===== config.mk =====
export PLATFORM = sky130hd
export DESIGN_NAME = prg_saver
export DESIGN_NICKNAME = d
export VERILOG_FILES = /design/src/rtl/pet_save_pkg.sv /design/src/rtl/prg_saver_dma_rd_seq.sv /design/src/rtl/prg_saver.sv
export SDC_FILE = /design/constraint.sdc
export NUM_CORES = 1
export LEC_CHECK = 0
export ABC_AREA = 1
export CORE_MARGIN = 8
export CORE_UTILIZATION = 50
export CTS_CLUSTER_SIZE = 10
export DETAILED_ROUTE_END_ITERATION = 12
export GPL_TIMING_DRIVEN = 0
export MAX_ROUTING_LAYER = met4
export PLACE_DENSITY = 0.77
export SYNTH_ARGS = -nofsm -noshare
export SYNTH_HDL_FRONTEND = slang
export SYNTH_SLANG_ARGS = --single-unit

===== constraint.sdc =====
create_clock -name clk -period 6.2 [get_ports clk]
set_input_delay 1.24 -clock clk [delete_from_list [all_inputs] [get_ports clk]]
set_output_delay 1.24 -clock clk [all_outputs]
set_load 0.03 [all_outputs]

===== src/rtl/pet_save_pkg.sv =====
// Shared types and constants for the PET BASIC program saver.
// The file bytes are a 2-byte little-endian load address followed by RAM[start .. end-1].
package pet_save_pkg;

    typedef enum logic [1:0] {
        IDLE  = 2'd0,
        PTR   = 2'd1,
        READY = 2'd2,
        FETCH = 2'd3
    } state_e;

    localparam logic [15:0] PTR_TXTTAB = 16'h0028;
    localparam logic [15:0] PTR_VARTAB = 16'h002A;
    localparam int          HDR_LEN    = 2;

    // Body length in bytes: the end pointer is clipped to the top of RAM,
    // and an inverted pair of pointers gives an empty body.
    function automatic logic [15:0] clip_len(input logic [15:0] start_ptr,
                                             input logic [15:0] end_ptr,
                                             input logic [15:0] ram_top);
        logic [15:0] endc;
        endc = (end_ptr > ram_top) ? ram_top : end_ptr;
        return (start_ptr >= endc) ? 16'h0000 : (endc - start_ptr);
    endfunction

endpackage


===== src/rtl/prg_saver_dma_rd_seq.sv =====
// Single RAM read: one dma_rd pulse, then a done strobe in the cycle where dma_dout
// may be sampled, RD_LAT clock edges after the edge that raised dma_rd.
module dma_rd_seq #(
    parameter int RD_LAT = 2
) (
    input  logic        clk,
    input  logic        reset,
    input  logic        abort_i,
    input  logic        start_i,
    input  logic [15:0] addr_i,
    input  logic [7:0]  dma_dout_i,
    output logic [15:0] dma_addr_o,
    output logic        dma_rd_o,
    output logic        busy_o,
    output logic        done_o,
    output logic [7:0]  data_o
);

    localparam int CW = 4;

    logic [CW-1:0] cnt_q, cnt_d;
    logic          busy_q, busy_d;
    logic          rd_q, rd_d;
    logic [15:0]   addr_q, addr_d;

    assign done_o     = busy_q && (cnt_q == CW'(RD_LAT - 1));
    assign busy_o     = busy_q;
    assign dma_rd_o   = rd_q;
    assign dma_addr_o = addr_q;
    assign data_o     = dma_dout_i;

    always_comb begin
        cnt_d  = cnt_q;
        busy_d = busy_q;
        rd_d   = 1'b0;
        addr_d = addr_q;
        if (abort_i) begin
            busy_d = 1'b0;
            cnt_d  = '0;
        end else if (start_i && !busy_q) begin
            busy_d = 1'b1;
            rd_d   = 1'b1;
            addr_d = addr_i;
            cnt_d  = '0;
        end else if (busy_q) begin
            if (done_o) begin
                busy_d = 1'b0;
            end else begin
                cnt_d = cnt_q + 1'b1;
            end
        end
    end

    always_ff @(posedge clk) begin
        if (reset) begin
            cnt_q  <= '0;
            busy_q <= 1'b0;
            rd_q   <= 1'b0;
            addr_q <= 16'h0000;
        end else begin
            cnt_q  <= cnt_d;
            busy_q <= busy_d;
            rd_q   <= rd_d;
            addr_q <= addr_d;
        end
    end

endmodule


===== src/rtl/prg_saver.sv =====
// Serves the PET BASIC program area to hps_io as a .PRG upload, reading the
// BASIC start/end pointers first and then fetching body bytes on demand.
module prg_saver
    import pet_save_pkg::*;
#(
    parameter logic [7:0]  IDX     = 8'h41,
    parameter int          RD_LAT  = 2,
    parameter logic [15:0] RAM_TOP = 16'h8000
) (
    input  logic        clk,
    input  logic        reset,
    input  logic        ioctl_upload,
    input  logic [7:0]  ioctl_index,
    input  logic        ioctl_rd,
    input  logic [24:0] ioctl_addr,
    output logic [7:0]  ioctl_din,
    output logic        ioctl_wait,
    output logic [15:0] dma_addr,
    output logic        dma_rd,
    input  logic [7:0]  dma_dout,
    output logic [15:0] save_len,
    output logic        len_valid,
    output logic        busy
);

    state_e      state_q, state_d;
    logic        sel, sel_q, sel_rise, sel_fall;
    logic [1:0]  idx_q, idx_d;
    logic [15:0] start_q, start_d;
    logic [7:0]  end_lo_q, end_lo_d;
    logic [15:0] save_len_q, save_len_d;
    logic        len_valid_q, len_valid_d;
    logic        wait_q, wait_d;
    logic [7:0]  din_q, din_d;

    logic        seq_start, seq_busy, seq_done;
    logic [15:0] seq_addr;
    logic [7:0]  seq_data;
    logic [15:0] off;
    logic        past_64k;
    logic [15:0] new_len;

    assign sel      = ioctl_upload && (ioctl_index == IDX);
    assign sel_rise = sel && !sel_q;
    assign sel_fall = !sel && sel_q;
    assign off      = ioctl_addr[15:0];
    assign past_64k = |ioctl_addr[24:16];
    assign new_len  = clip_len(start_q, {seq_data, end_lo_q}, RAM_TOP);

    assign ioctl_din  = din_q;
    assign ioctl_wait = wait_q;
    assign save_len   = save_len_q;
    assign len_valid  = len_valid_q;
    assign busy       = (state_q != IDLE);

    dma_rd_seq #(.RD_LAT(RD_LAT)) u_seq (
        .clk        (clk),
        .reset      (reset),
        .abort_i    (sel_fall),
        .start_i    (seq_start),
        .addr_i     (seq_addr),
        .dma_dout_i (dma_dout),
        .dma_addr_o (dma_addr),
        .dma_rd_o   (dma_rd),
        .busy_o     (seq_busy),
        .done_o     (seq_done),
        .data_o     (seq_data)
    );

    always_comb begin
        state_d     = state_q;
        idx_d       = idx_q;
        start_d     = start_q;
        end_lo_d    = end_lo_q;
        save_len_d  = save_len_q;
        len_valid_d = len_valid_q;
        wait_d      = wait_q;
        din_d       = din_q;
        seq_start   = 1'b0;
        seq_addr    = 16'h0000;
        if (sel_fall) begin
            state_d     = IDLE;
            wait_d      = 1'b0;
            len_valid_d = 1'b0;
        end else begin
            case (state_q)
                IDLE: begin
                    if (sel_rise) begin
                        state_d     = PTR;
                        wait_d      = 1'b1;
                        len_valid_d = 1'b0;
                        idx_d       = 2'd0;
                    end
                end
                PTR: begin
                    if (seq_done) begin
                        idx_d = idx_q + 2'd1;
                        case (idx_q)
                            2'd0: start_d[7:0]  = seq_data;
                            2'd1: start_d[15:8] = seq_data;
                            2'd2: end_lo_d      = seq_data;
                            default: begin
                                save_len_d  = new_len + 16'(HDR_LEN);
                                len_valid_d = 1'b1;
                                wait_d      = 1'b0;
                                state_d     = READY;
                            end
                        endcase
                    end else if (!seq_busy) begin
                        seq_start = 1'b1;
                        seq_addr  = (idx_q[1] ? PTR_VARTAB : PTR_TXTTAB) + {15'b0, idx_q[0]};
                    end
                end
                READY: begin
                    if (ioctl_rd) begin
                        if (past_64k) begin
                            din_d = 8'h00;
                        end else if (off == 16'd0) begin
                            din_d = start_q[7:0];
                        end else if (off == 16'd1) begin
                            din_d = start_q[15:8];
                        end else if (off < save_len_q) begin
                            seq_start = 1'b1;
                            seq_addr  = start_q + off - 16'(HDR_LEN);
                            wait_d    = 1'b1;
                            state_d   = FETCH;
                        end else begin
                            din_d = 8'h00;
                        end
                    end
                end
                FETCH: begin
                    if (seq_done) begin
                        din_d   = seq_data;
                        wait_d  = 1'b0;
                        state_d = READY;
                    end
                end
                default: state_d = IDLE;
            endcase
        end
    end

    always_ff @(posedge clk) begin
        if (reset) begin
            state_q     <= IDLE;
            sel_q       <= 1'b0;
            idx_q       <= 2'd0;
            start_q     <= 16'h0000;
            end_lo_q    <= 8'h00;
            save_len_q  <= 16'h0000;
            len_valid_q <= 1'b0;
            wait_q      <= 1'b0;
            din_q       <= 8'h00;
        end else begin
            state_q     <= state_d;
            sel_q       <= sel;
            idx_q       <= idx_d;
            start_q     <= start_d;
            end_lo_q    <= end_lo_d;
            save_len_q  <= save_len_d;
            len_valid_q <= len_valid_d;
            wait_q      <= wait_d;
            din_q       <= din_d;
        end
    end

endmodule


[After elaboration in Yosys (flattened, before gate mapping)]
Cells that the tools add are included.
Operators by class
  multiplexer cells: 58
  eq/ne operators: 18
  bitwise logic cells: 3
  divide/modulo/power cells: 0
  multipliers: 0
  shifts and indexed selects: 0
  reductions and logical operators: 28
  add/subtract/negate cells: 7
  $lt $le $gt $ge: 3
Operator list (number)
  $mux W16: 7
  $mux W8: 6
  $pmux W16 S2: 1
  $mux W1: 24
  $mux W2: 12
  $reduce_and A4 Y1: 6
  $ne A2 B2 Y1 const B: 9
  $add A16 B16 Y16: 1
  $add A16 B2 Y16 const B: 1
  $eq A16 B1 Y1 const B: 1
  $ge A16 B16 Y1: 1
  $gt A16 B16 Y1 const B: 1
  $logic_not A16 Y1: 1
  $lt A16 B16 Y1: 1
  $pmux W8 S2: 1
  $sub A16 B16 Y16: 1
  $sub A16 B2 Y16 const B: 1
  $mux W7: 2
  $reduce_and A9 Y1: 1
  $reduce_or A9 Y1: 1
  $eq A8 B7 Y1 const B: 1
  $pmux W2 S4: 1
  $add A6 B1 Y7: 1
  $eq A2 B2 Y1 const B: 3
  17 further kinds: 32
Word-level totals
  memories kept: 0
  latch bits: 0
  bits in writable memories: 0
  register bits: 77
  ROM bits: 0

[Longest topological paths before layout]
Gate-level depths: netlist of run 1.
  depth in word-level cells: 10
  gate-level depth with buffers: 28
  depth with buffers taken out: 27

[Cells and area by module]
Synthesis of run 1 repeated with hierarchy kept, for this count alone.
Unflattened totals
  cells, all modules: 1029
  area, all modules: 6651.4 um^2
Modules (own cells, without submodules)
  prg_saver: times used 1, area each 5716.7 um^2, sequential area each 1101.1 um^2, cells each 911
  dma_rd_seq: times used 1, area each 934.6 um^2, sequential area each 440.4 um^2, cells each 118

[Least setup slack after synthesis of run 1]
OpenSTA, ideal clock, no wires.
  path kind: input -> register
  from: input port dma_dout[4]
  to: register save_len_q[9] (netlist: save_len[9])
  data arrival time: 4.026 ns
  path slack: 2.065 ns
  setup time: 0.109 ns
  path buffers: 2
  stages: 28
  path through: inv_1 > nand4_1 > nor4_1 > nand3_1 > nand2_1 > inv_1 > clkbuf_1 > nor2_1 > fa_1 > nand3_1 > nand3_2 > nand2_1 > nand2_1 > nand2_1 > nand2_2 > nand2_4 > buf_8 > nor2_1 > ha_1 > inv_1 > nor2_1 > nand2_1 > inv_1 > nand2_2 > xor2_1 > nand2_1 > nand2_1 > inv_1
Between the ends
  word-level cells in the longest chain between the ends: 5
  elaborated cells between the ends (all ways): 6
  those cells by class: add/sub: 2; order compare: 2; mux: 2
RTL lines
  from (decl): line prg_saver.sv:20  | input logic [7:0] dma_dout,
  $gt A16 B16 Y1: line pet_save_pkg.sv:22  | endc = (end_ptr > ram_top) ? ram_top : end_ptr;
  $mux W16 *: line pet_save_pkg.sv:22
  $sub A16 B16 Y16 / $ge A16 B16 Y1 (equally long branches): line pet_save_pkg.sv:23  | return (start_ptr >= endc) ? 16'h0000 : (endc - start_ptr);
  $mux W16 *: line pet_save_pkg.sv:23
  $add A16 B2 Y16 *: line prg_saver.sv:103  | save_len_d = new_len + 16'(HDR_LEN);
  to (signal assigned): line prg_saver.sv:161  | save_len_q <= save_len_d;
  to (decl): line prg_saver.sv:31  | logic [15:0] save_len_q, save_len_d;
Mark *: on every way between the ends. The rest lies on a longest branch, timed or not.
A chain may end at the register's enable or synchronous reset.

[Worst setup path in the final report of run 1]
Ends and elaborated chain as after synthesis.

==> results.txt, run 1 <==
The count of mapped cells out of synthesis is approximately 1000. Buffers inserted during clock tree synthesis total 9. The headroom to the max-slew limit came out at 56.9%.

The wire length of the first global-routing pass came out at about 29000 um. The number of violations reported at the end of detailed-routing iteration 0 came out at 548. The leakage power of the design is 3.61 nW. In this run the worst path has a maximum fanout of 10. The source-to-sink clock delay at the later pin of the worst-skew pair is around 0.35 ns. The die footprint came out at 16500 um2. The mean post-synth cell area came out at 6.33 um2. The sum of negative setup slack is 0 ns. The placed wire-length estimate after detailed placement came out at around 14000 um. dfxtp_1 takes more of the synthesized area than any other cell. The count of endpoints failing setup in the final report came out at 0. The cell that appears most often on the critical path is nand2_1. The post-placement worst setup slack is 0.889 ns. The total non-filler cell area in the finished layout came out at 7780 um2. The number of enable flip-flop cells after synthesis came out at 0.

At the end of the flow, the number of nets in the layout was 1217. The number of vias after detailed routing is around 6500. The detailed-route DRC error count is 0. The fraction of the yosys area taken by sequential cells is 24.3%. Per report_power, the clock group accounts for 45.1% of the total. The number of placed instances, taps included, is 1260. The unique cell type count in the Yosys netlist is 38. The maximum resistive drop on vdd is 0.141 mV. The combinational fraction of design power came out at 18.6%. The wire length per cell is 13.9 um.

The final antenna diode count came out at 0. The number of maximum-capacitance constraint violations is 0. The class of the worst hold path is flop to flop. The final wirelength is 17800 um. The first detailed-routing pass ran for 6 iterations.

The congestion estimate from routability-driven global placement came to 0.929. The post-synthesis instance area is 6340 um2. For this configuration, the core starts out at a cell density of 50.6%. The delay of the slowest cell on the worst path came out at 0.65 ns. The data arrival time at the worst-slack endpoint is 5.24 ns. The total number of clock tree sinks is 77. The slew at the pin closest to its max-slew limit came out at 0.647 ns. The worst clock skew came out at about 0.0093 ns. The most used flip-flop cell after synthesis is dfxtp_1. The slowest stage cell on the critical path is clkdlybuf4s50_1. The total number of H-tree levels came out at 3. 89 I/O pins were placed.

Once detail routing completed, the nets flagged for antenna violations numbered 0. The part of the total power dissipated in sequential elements is 36.3%. The post-route netlist has under 10% of its cells at a drive strength greater than 1.

The critical path in this run is classified as input pin to flop. TritonCTS built the clock tree. The flow ran to the end, and the final reports show no timing, DRC or antenna violations. The number of buffers inserted to repair setup after CTS came out at 0. The yosys synthesis warning count is 0. The placement-stage cell area came out at around 7400 um2. Setup repair after global routing left no endpoint under its margin.

The number of flip-flops and latches in the synthesized netlist is 77. After filler insertion, the fill cell instance count of the layout stands at 1214. The number of hold-slack violations in the final timing report came out at 0.

The internal portion of total power is 1000 uW. The die boundary width is 129 um. The total nets after synthesis is 1119.

The core region is 12500 um2. The net switching power of the design is around 380 uW. For this run, the number of standard cells in the final layout without fillers is 1276. The smallest hold slack is 0.458 ns.

The cell sitting at the root of the clock tree is a clkbuf_16. Sorting the synthesized cells by area gives the leading types as dfxtp_1 (24%), ha_1 (14%), nand2_1 (14%), inv_1 (12%), a21oi_1 (7.7%). The remaining global-route overflow is 0.

After clock tree synthesis, the clock-pin slew on the worst setup and hold paths is approximately 0.06 ns. STA classifies the critical path endpoint as a flop. The pin count of the biggest net entering global routing is 16. The count of instances resized after the clock tree is built is 0. The maximum buffer depth of the clock tree is 2.

The highest clock frequency the design can meet came out at 200 MHz. The cts-stage hold buffer count came out at 0. The placement row count is between 40 and 50. In this run the biggest area consumer among cell types represents about a quarter of the synthesized area. The floorplan step set the die height to about 130 um. The via count normalized by instance count came out at 5.07. The number of pins with negative max-slew slack in the final report is 0. Yosys instantiated no cell more often than nand2_1.

The via count of the first global-routing pass is 6001. By count the netlist is led by nand2_1 (229), inv_1 (195), a21oi_1 (97). STA classifies the critical path startpoint as an input pin. The minimum setup slack among reg-to-reg paths is approximately 2.4 ns. The switching power share of the total came out at between 20% and 30%. Dividing the final minimum period by the clock period gives 80.6%.

The share of synthesized flip-flops with an asynchronous set or reset is 0%. Setup slack on the critical path of the routed design comes to roughly 1.2 ns. The required time of the worst setup path is 6.45 ns. The clock period minus worst slack came out at 5.00 ns. For this design the ratio of total power to cell area is 177 nW/um2.

The total track usage is ~22%. The number of antenna violations at the first check in global routing is 0. The layout-stage area growth over the synthesis result came out at 22.7%. The port buffer count came out at 87.
-- cell usage in the layout (no fill, tap or decap), types with 8 or more instances in the layout --
master / synthesis / routed
nand2_1: 229 / 229
o21ai_0: 52 / 52
clkbuf_16: 0 / 9
xnor2_1: 8 / 8
nor2_1: 95 / 95
clkbuf_1: 14 / 14
nand3_1: 44 / 44
clkdlybuf4s50_1: 0 / 87
a21oi_1: 97 / 97
ha_1: 71 / 71
xor2_1: 12 / 12
nand4_1: 29 / 29
inv_1: 195 / 195
dfxtp_1: 77 / 77
o211ai_1: 9 / 9
-- per-layer routing --
layer | up-vias | track usage (%) | share of wire, %
li1 | 3388 | - | -
met1 | 2895 | 25.3 | 43
met2 | 162 | 38.2 | 49
met3 | 28 | 2.65 | 6.0
met4 | 0 | 9.61 | 2.3
met5 | - | - | 0
-- power groups by stage --
| stage | Clock [mW] | Sequential (mW) | Combinational, mW |
|---|---|---|---|
| after floorplan | 0 | 0.515 | 0.169 |
| after global placement | 0 | 0.512 | 0.248 |
| after detailed placement | 0 | 0.512 | 0.252 |
| after CTS | 0.628 | 0.501 | 0.254 |
| after global routing | 0.645 | 0.501 | 0.289 |
| final | 0.621 | 0.501 | 0.256 |
-- stage by stage --
| stage | power, mW | util, % |
|---|---|---|
| 4_1_cts | 1.38 | 62.1 |
| 3_3_place_gp | 0.760 | 59.3 |
| 3_5_place_dp | 0.764 | 59.3 |
| 2_1_floorplan | 0.683 | - |
| 6_report | 1.38 | 62.1 |
| 5_1_grt | 1.44 | 62.1 |
-- area by class of cell --
class	count	area (um2)	share of cell area, %
clock inverters	7	128	1.64
inverters	196	736	9.46
well taps	172	215	2.77
multi-input cells	707	3960	50.9
flip-flops and latches	77	1540	19.8
plain buffers	21	98.8	1.27
repair buffers	87	871	11.2
clock buffers	9	225	2.90
-- flip-flops by register name, indices dropped and copies added (netlist names) --
register and count:
end_lo_q 8, idx_q 2, ioctl_din 8, ioctl_wait 1
len_valid 1, save_len 16, sel_q 1, start_q 16
state_q 2, u_seq.busy_o 1, u_seq.cnt_q 4, u_seq.dma_addr_o 16
u_seq.dma_rd_o 1
-- path summary, 6_finish.rpt --
kind / startpoint / endpoint / depth (start not counted)
hold / removal: u_seq.dma_addr_o[7] / u_seq.dma_addr_o[7] / 2
hold reg to reg: u_seq.dma_addr_o[7] / u_seq.dma_addr_o[7] / 2
setup reg to reg: end_lo_q[5] / save_len[9] / 28
setup / recovery: dma_dout[4] / save_len[9] / 29
-- worst max-delay path: cells and delay by family --
| kind | cells | cell delay (ns) |
|---|---|---|
| and+or+nand+nor | 18 | 1.60 |
| xor gates and xnor gates | 1 | 0.15 |
| buffers and inverters | 8 | 1.55 |
| adders and majority gates | 2 | 0.70 |
-- cell families after synthesis --
family | share of synthesized area (%)
compound gates | 14.2
xor+xnor | 2.76
fa+ha+maj | 14.6
buf+inv | 13.2
flops | 24.3
simple gates | 30.9
(Power assumes the default switching activity.)
==> run 2: changes to the inputs <==
==> constraint.sdc (replaced) <==
create_clock -name clk -period 5.2 [get_ports clk]
set_input_delay 1.04 -clock clk [delete_from_list [all_inputs] [get_ports clk]]
set_output_delay 1.04 -clock clk [all_outputs]
set_load 0.03 [all_outputs]
==> run 2 against run 1 <==
  * Register-to-register slack got worse by 0.88 ns
  * Global-route usage did not move
  * Clock power rose by 19%
  * First-iteration DRC count rose by 9.3%
  * Sequential power rose by 19%
  * Wire length fell by 0.25%
  * Critical endpoint unchanged
  * Largest power group unchanged
  * Highest routed layer unchanged
==> results.txt, run 2 (synthesis gave the netlist of run 1 again) <==
The data arrival time at the worst-slack endpoint is slightly below 5 ns. During placement, the flow inserted port buffers numbering 87. Dividing total power by cell area gives a power density of about 210 nW/um2. Counting instances, the worst hold path has a depth of 2. Post-CTS timing repair inserted 0 buffers for setup.

Of the total power, the share spent switching nets is 27.5%. The final period utilization came out at about nine tenths. The final estimated routing congestion in global placement came out at 0.929. The flow ran to the end, and the final reports show no timing, DRC or antenna violations.

Counting every sink on the clock net gives 77. The clock reaches the later pin of the worst-skew pair after 0.35 ns. After detailed routing, the number of remaining DRC violations is 0. The first global-routing pass estimated 28600 um of wire. The startpoint type of the worst setup path is an input pin.

The clock period minus worst slack is 4.64 ns. The die boundary width came out at roughly 130 um. The starting density of the core is 50.6%. The number of violations reported at the end of detailed-routing iteration 0 came out at 599. The pin count of the biggest net entering global routing is 16.

In this run the core area contains 41 standard-cell rows. The cell sitting at the root of the clock tree is a clkbuf_16. The power after layout came out at about 1.6 mW.

Leaving out fill and tap cells, the most frequent cells in the layout are nand2_1 (229), inv_1 (195), a21oi_1 (97). The critical path is of the input pin to flop type. In this run the static leakage power is 3.61 nW. The area of the core came out at 12500 um2. The overall die height came out at between 100 and 150 um. The via count of the first global-routing pass came out at 6001.

The type of element capturing the critical path is a flop. The residual antenna-violating net count after detailed routing is 0. Setup repair after global routing left no endpoint under its margin.

The worst setup margin is approximately 0.56 ns. Relative to the synthesized area, the layout overhead comes to 22.6%. The cts-stage hold buffer count came out at 0. The part of the total power dissipated in sequential elements came out at between 30% and 40%. Combinational cells account for 18.6% of the total power. The library cell used most frequently in the layout, excluding fill and tap cells, is nand2_1. The total number of H-tree levels is 3. The placed wire-length estimate after detailed placement came out at 14500 um. Timing analysis after detailed placement gives a worst setup slack of 0.0894 ns. The number of vias after detailed routing came out at 6504. The fraction of final layout cells with drive strength greater than 1 came out at 4.62%. Dividing the detail-routed via count by the number of cells gives 5.10.

The cell depth of the worst flop-to-flop path came out at 27. The remaining global-route overflow is 0. The wire length per cell is between 10 and 15 um. The number of antenna violations at the first check in global routing came to 0. The clock network accounts for 45.1% of the total power. The clock-pin slew of the registers on the worst-case setup and hold paths is 0.06 ns. Pin placement for this block handled 89 I/O pins. The headroom to the max-slew limit is 56.6%. In the final timing run, aggregate negative setup slack is 0 ns. The number of pins with negative max-slew slack in the final report is 0. The number of nets in the final layout came out at 1216.

The number of antenna diodes in the final layout is 0. The worst-case IR drop observed on VDD is 0.170 mV. The number of hold-slack violations in the final timing report is 0. In the global route stage, overall resource usage came out at 22.1%.

The highest clock frequency the design can meet is around 220 MHz. The net switching power of the design came out at 452 uW. The TritonCTS buffer count came out at 9. The worst hold path belongs to the class flop to flop. The count of endpoints failing setup in the final report is 0. The internal power of the cells totals between 1 and 1.5 mW. For the worst setup path, the data required time is 5.45 ns.

TritonCTS built the clock tree. The final wirelength came out at 17700 um. The first-pass detailed-route iteration total is 5.

The maximum buffer depth of the clock tree came out at 2. The highest fanout seen on the critical path came out at 12. The minimum setup slack among reg-to-reg paths is between 1.5 and 2 ns. The worst clock skew is 0.00889 ns. For the pin with the worst max-slew slack, the measured transition is 0.651 ns. The floorplan step defined a die boundary enclosing between 15000 and 20000 um2. The number of maximum-capacitance constraint violations is 0. The count of instances resized after the clock tree is built came out at 0.
==> run 2: cell types whose count changed in the layout (fill, tap and decap cells not counted), sizes merged <==
cell / change
clkbuf: -1
==> run 2: routing by layer <==
layer	track usage [%]	vias to the layer above	share of wire, %
met5	-	-	0
met4	9.61	0	2.4
met3	2.65	31	5.9
met2	38.2	178	49
met1	25.3	2904	43
li1	-	3391	-
==> run 2: path summary, 6_finish.rpt <==
check                 startpoint             endpoint
max reg2reg          end_lo_q[5]          save_len[9]
max                  dma_dout[4]          save_len[9]
min reg2reg  u_seq.dma_addr_o[7]  u_seq.dma_addr_o[7]
min          u_seq.dma_addr_o[7]  u_seq.dma_addr_o[7]
==> run 2: final cells by class <==
class / count / area [um2]
timing repair buffer: 87 / 871
clock inverter: 7 / 128
inverter: 196 / 736
buffer: 20 / 95.1
sequential: 77 / 1540
fill: 1215 / 4740
clock buffer: 9 / 225
multi-input combinational: 707 / 3960
tap: 172 / 215
==> run 2: stage by stage <==
stage / std cells / area (um2) / utilization, % / hold WS [ns]
final: 1275 / 7770 / 62.1 / 0.459
after CTS: 1276 / 7780 / 62.1 / 0.463
after global routing: 1275 / 7770 / 62.1 / 0.472
after global placement: 1260 / 7420 / 59.3 / 0.451
after floorplan: 1001 / 6340 / - / 0.444
after detailed placement: 1260 / 7420 / 59.3 / 0.454
==> run 2: power by group through the flow <==
stage	clock [mW]	sequential [mW]	combinational [mW]
6_report	0.742	0.597	0.305
2_1_floorplan	0	0.613	0.201
3_5_place_dp	0	0.610	0.300
4_1_cts	0.748	0.597	0.303
3_3_place_gp	0	0.610	0.295
5_1_grt	0.769	0.597	0.345
==> run 2: critical path, cell delays in order <==
cell and delay (ns):
clkdlybuf4s50_1 0.65, inv_1 0.11, nand4_1 0.10, nor4_1 0.05
nand3_1 0.08, nand2_1 0.07, inv_1 0.26, nor2_1 0.15
fa_1 0.50, nand3_1 0.13, nand3_2 0.11, nand2_1 0.10
nand2_1 0.07, nand2_1 0.08, nand2_2 0.06, nand2_4 0.11
buf_8 0.18, nor2_1 0.07, ha_1 0.20, inv_1 0.06
nor2_1 0.04, nand2_1 0.13, inv_1 0.11, nand2_2 0.09
xor2_1 0.15, nand2_1 0.08, nand2_1 0.07, inv_1 0.03
==> run 3: changes to the inputs <==
--- a/config.mk
+++ b/config.mk
@@ -10,9 +10,10 @@
 export CORE_UTILIZATION = 50
 export CTS_CLUSTER_SIZE = 10
 export DETAILED_ROUTE_END_ITERATION = 12
+export DONT_BUFFER_PORTS = 1
 export GPL_TIMING_DRIVEN = 0
 export MAX_ROUTING_LAYER = met4
-export PLACE_DENSITY = 0.77
+export PLACE_DENSITY = 0.68
 export SYNTH_ARGS = -nofsm -noshare
 export SYNTH_HDL_FRONTEND = slang
 export SYNTH_SLANG_ARGS = --single-unit
==> run 3 against run 2 <==
  * Design area down 12%
  * Global-route usage down 0.47 points
  * Count of clock-buffer cells in the layout up 2
  * Die area unchanged
  * First-iteration DRC count down 40%
  * Sequential power up 0.7%
  * Via count down 7.1%
  * Combinational power down 18%
  * Utilization down 7.2 points
  * Sequential cell count unchanged
  * Critical path depth unchanged
  * Clock skew up 0.0022 ns
==> results.txt, run 3 (synthesis gave the netlist of run 1 again) <==
The die is about 130 um wide. The most used routing layer in global routing is met2. Global routing used 21.6% of the available tracks.

Leaving out fill and tap cells, the most frequent cells in the layout are nand2_1 (229), inv_1 (195), a21oi_1 (97). The library cell used most frequently in the layout, excluding fill and tap cells, is nand2_1. The final wirelength is about 17000 um.

TritonCTS built the clock tree. Fill cells in the final layout number 1313. The number of nets in the final layout came out at 1130.

The slew at the pin closest to its max-slew limit is 0.662 ns. The class of the worst hold path is flop to flop. TritonCTS created 9 clock buffers. STA puts the critical path data arrival time at around 4.3 ns. In this run the core area contains between 40 and 50 standard-cell rows. Input and output buffers added on the ports amount to 0. The worst path in the final design needs a cycle of 4.10 ns, including I/O delays and setup. The worst clock skew came out at around 0.011 ns. Relative to the synthesized area, the layout overhead comes to 8.39%.

The cell area power density is 220 nW/um2. Once the floorplan was initialized, standard cells occupied between 50 and 60% of the core. The number of hold-slack violations in the final timing report came to 0. The highest clock frequency the design can meet came out at 244 MHz. The total non-filler cell area in the finished layout is 6870 um2. The detailed router finished its first iteration with 358 violations. The highest fanout seen on the critical path is 10. The number of antenna violations at the first check in global routing is 0. The final period utilization came out at 78.9%. STA classifies the critical path startpoint as an input pin. The total number of H-tree levels is 3. The via count of the first global-routing pass is 5659.

The final antenna diode count came out at 0. The leakage power of the design came out at around 3.3 nW. Setup repair after global routing left no endpoint under its margin.

The flow ran to the end, and the final reports show no timing, DRC or antenna violations. The via count normalized by instance count is 5.08. The detailed-route DRC error count is 0. The number of maximum-capacitance constraint violations is 0. The detail route stage leaves a number of antenna-violating nets equal to 0.

The maximum buffer depth of the clock tree came out at 2. The final estimated routing congestion in global placement came out at just under 1. The total number of clock tree sinks is between 70 and 80. The required time of the worst setup path is 5.44 ns. Adding up every negative setup slack in the final design gives 0 ns. For met3 alone, demand over resource in global routing was under 10%.

The number of vias after detailed routing came out at 6041. The first-pass detailed-route iteration total is 4. The critical path is of the input pin to flop type. The pin count of the biggest net entering global routing is 15. The fraction of final layout cells with drive strength greater than 1 is under 10%.

After detailed routing, the average wire length per cell comes to 14.4 um. The count of endpoints failing setup in the final report came out at 0. In this run the cell area measured after placement is between 6000 and 7000 um2. STA classifies the critical path endpoint as a flop. The wire length of the first global-routing pass came out at 27900 um.

The number of pins with negative max-slew slack in the final report is 0. After clock tree synthesis, the clock-pin slew on the worst setup and hold paths is 0.06 ns. Setup slack on the critical path of the routed design comes to between 1 and 1.5 ns. At the later pin of the worst-skew pair, clock insertion delay measures between 0.3 and 0.4 ns. Summed over all layers, the global routing overflow is 0. The final core area utilization came out at 54.9%. The tree is rooted in a clkbuf_16. 89 I/O pins were placed.

The global-route met2 utilization is 37.1%. The post-placement worst setup slack is ~0.77 ns. The die footprint came out at 16500 um2. The routing usage on met1 is 25.2%. The headroom to the max-slew limit came out at 55.9%. The overall die height is 129 um. The worst-case IR drop observed on VDD is 0.178 mV. The placed wire-length estimate after detailed placement came out at about 14000 um. The area of the core came out at 12500 um2. In this run the post-CTS setup repair buffer count came out at 0. The cts-stage hold buffer count is 0. The count of instances resized after the clock tree is built is 0.
run 3: cell types whose count changed in the layout (fill, tap and decap cells not counted), sizes merged:
cell | before | now
bufinv | 3 | 1
clkbuf | 22 | 25
clkdlybuf4s50 | 87 | 0
clkinv | 1 | 0
clkinvlp | 0 | 1
run 3: power breakdown:
| part | total, mW | internal, mW | switching, mW |
|---|---|---|---|
| clock network | 0.658 | 0.403 | 0.255 |
| logic | 0.251 | 0.0899 | 0.161 |
| registers | 0.601 | 0.594 | 0.00738 |
run 3: final timing paths:
| check | startpoint | to | slack [ns] | cells after the start |
|---|---|---|---|---|
| worst max register to register | end_lo_q[5] | save_len[13] | 1.42 | 28 |
| worst max-delay path | dma_dout[4] | save_len[13] | 1.10 | 28 |
| worst min-delay path | end_lo_q[0] | end_lo_q[0] | 0.48 | 2 |
| worst min register to register | end_lo_q[0] | end_lo_q[0] | 0.48 | 2 |
run 3: critical path: stages:
cell	delay, ns
inv_1	0.05
nand4_1	0.08
nor4_1	0.20
nand3_1	0.10
nand2_1	0.09
inv_1	0.06
clkbuf_1	0.20
nor2_1	0.27
fa_1	0.32
nand3_1	0.11
nand3_2	0.12
nand2_1	0.07
nand2_1	0.08
nand2_1	0.06
nand2_2	0.07
nand2_4	0.08
buf_8	0.17
nor2_1	0.14
ha_1	0.20
inv_1	0.04
nor2_1	0.09
nand2_1	0.11
inv_1	0.15
nand3_1	0.09
nand2_1	0.06
nand3_1	0.12
nand2_1	0.09
inv_1	0.04
run 3: layout make-up:
class,instances,area [um2],area share [%]
inverters,196,736,10.7
clock inverters,5,63.8,0.929
well taps,172,215,3.13
multi-input cells,707,3960,57.7
flip-flops and latches,77,1540,22.4
plain buffers,21,98.8,1.44
clock buffers,11,253,3.68
run 3: through the flow:
| step | hold WS (ns) | instances | total power, mW |
|---|---|---|---|
| after floorplan | 0.444 | 1001 | 0.815 |
| after global placement | 0.472 | 1173 | 0.860 |
| after detailed placement | 0.472 | 1173 | 0.864 |
| after CTS | 0.482 | 1189 | 1.52 |
| after global routing | 0.513 | 1189 | 1.59 |
| final | 0.482 | 1189 | 1.51 |
run 3: metal layers:
metal,share of wire (%),vias up,wire [um]
met5,0,-,0
met4,1.9,0,332
met3,5.8,22,994
met2,49,121,8320
met1,44,2686,7460
li1,-,3212,-
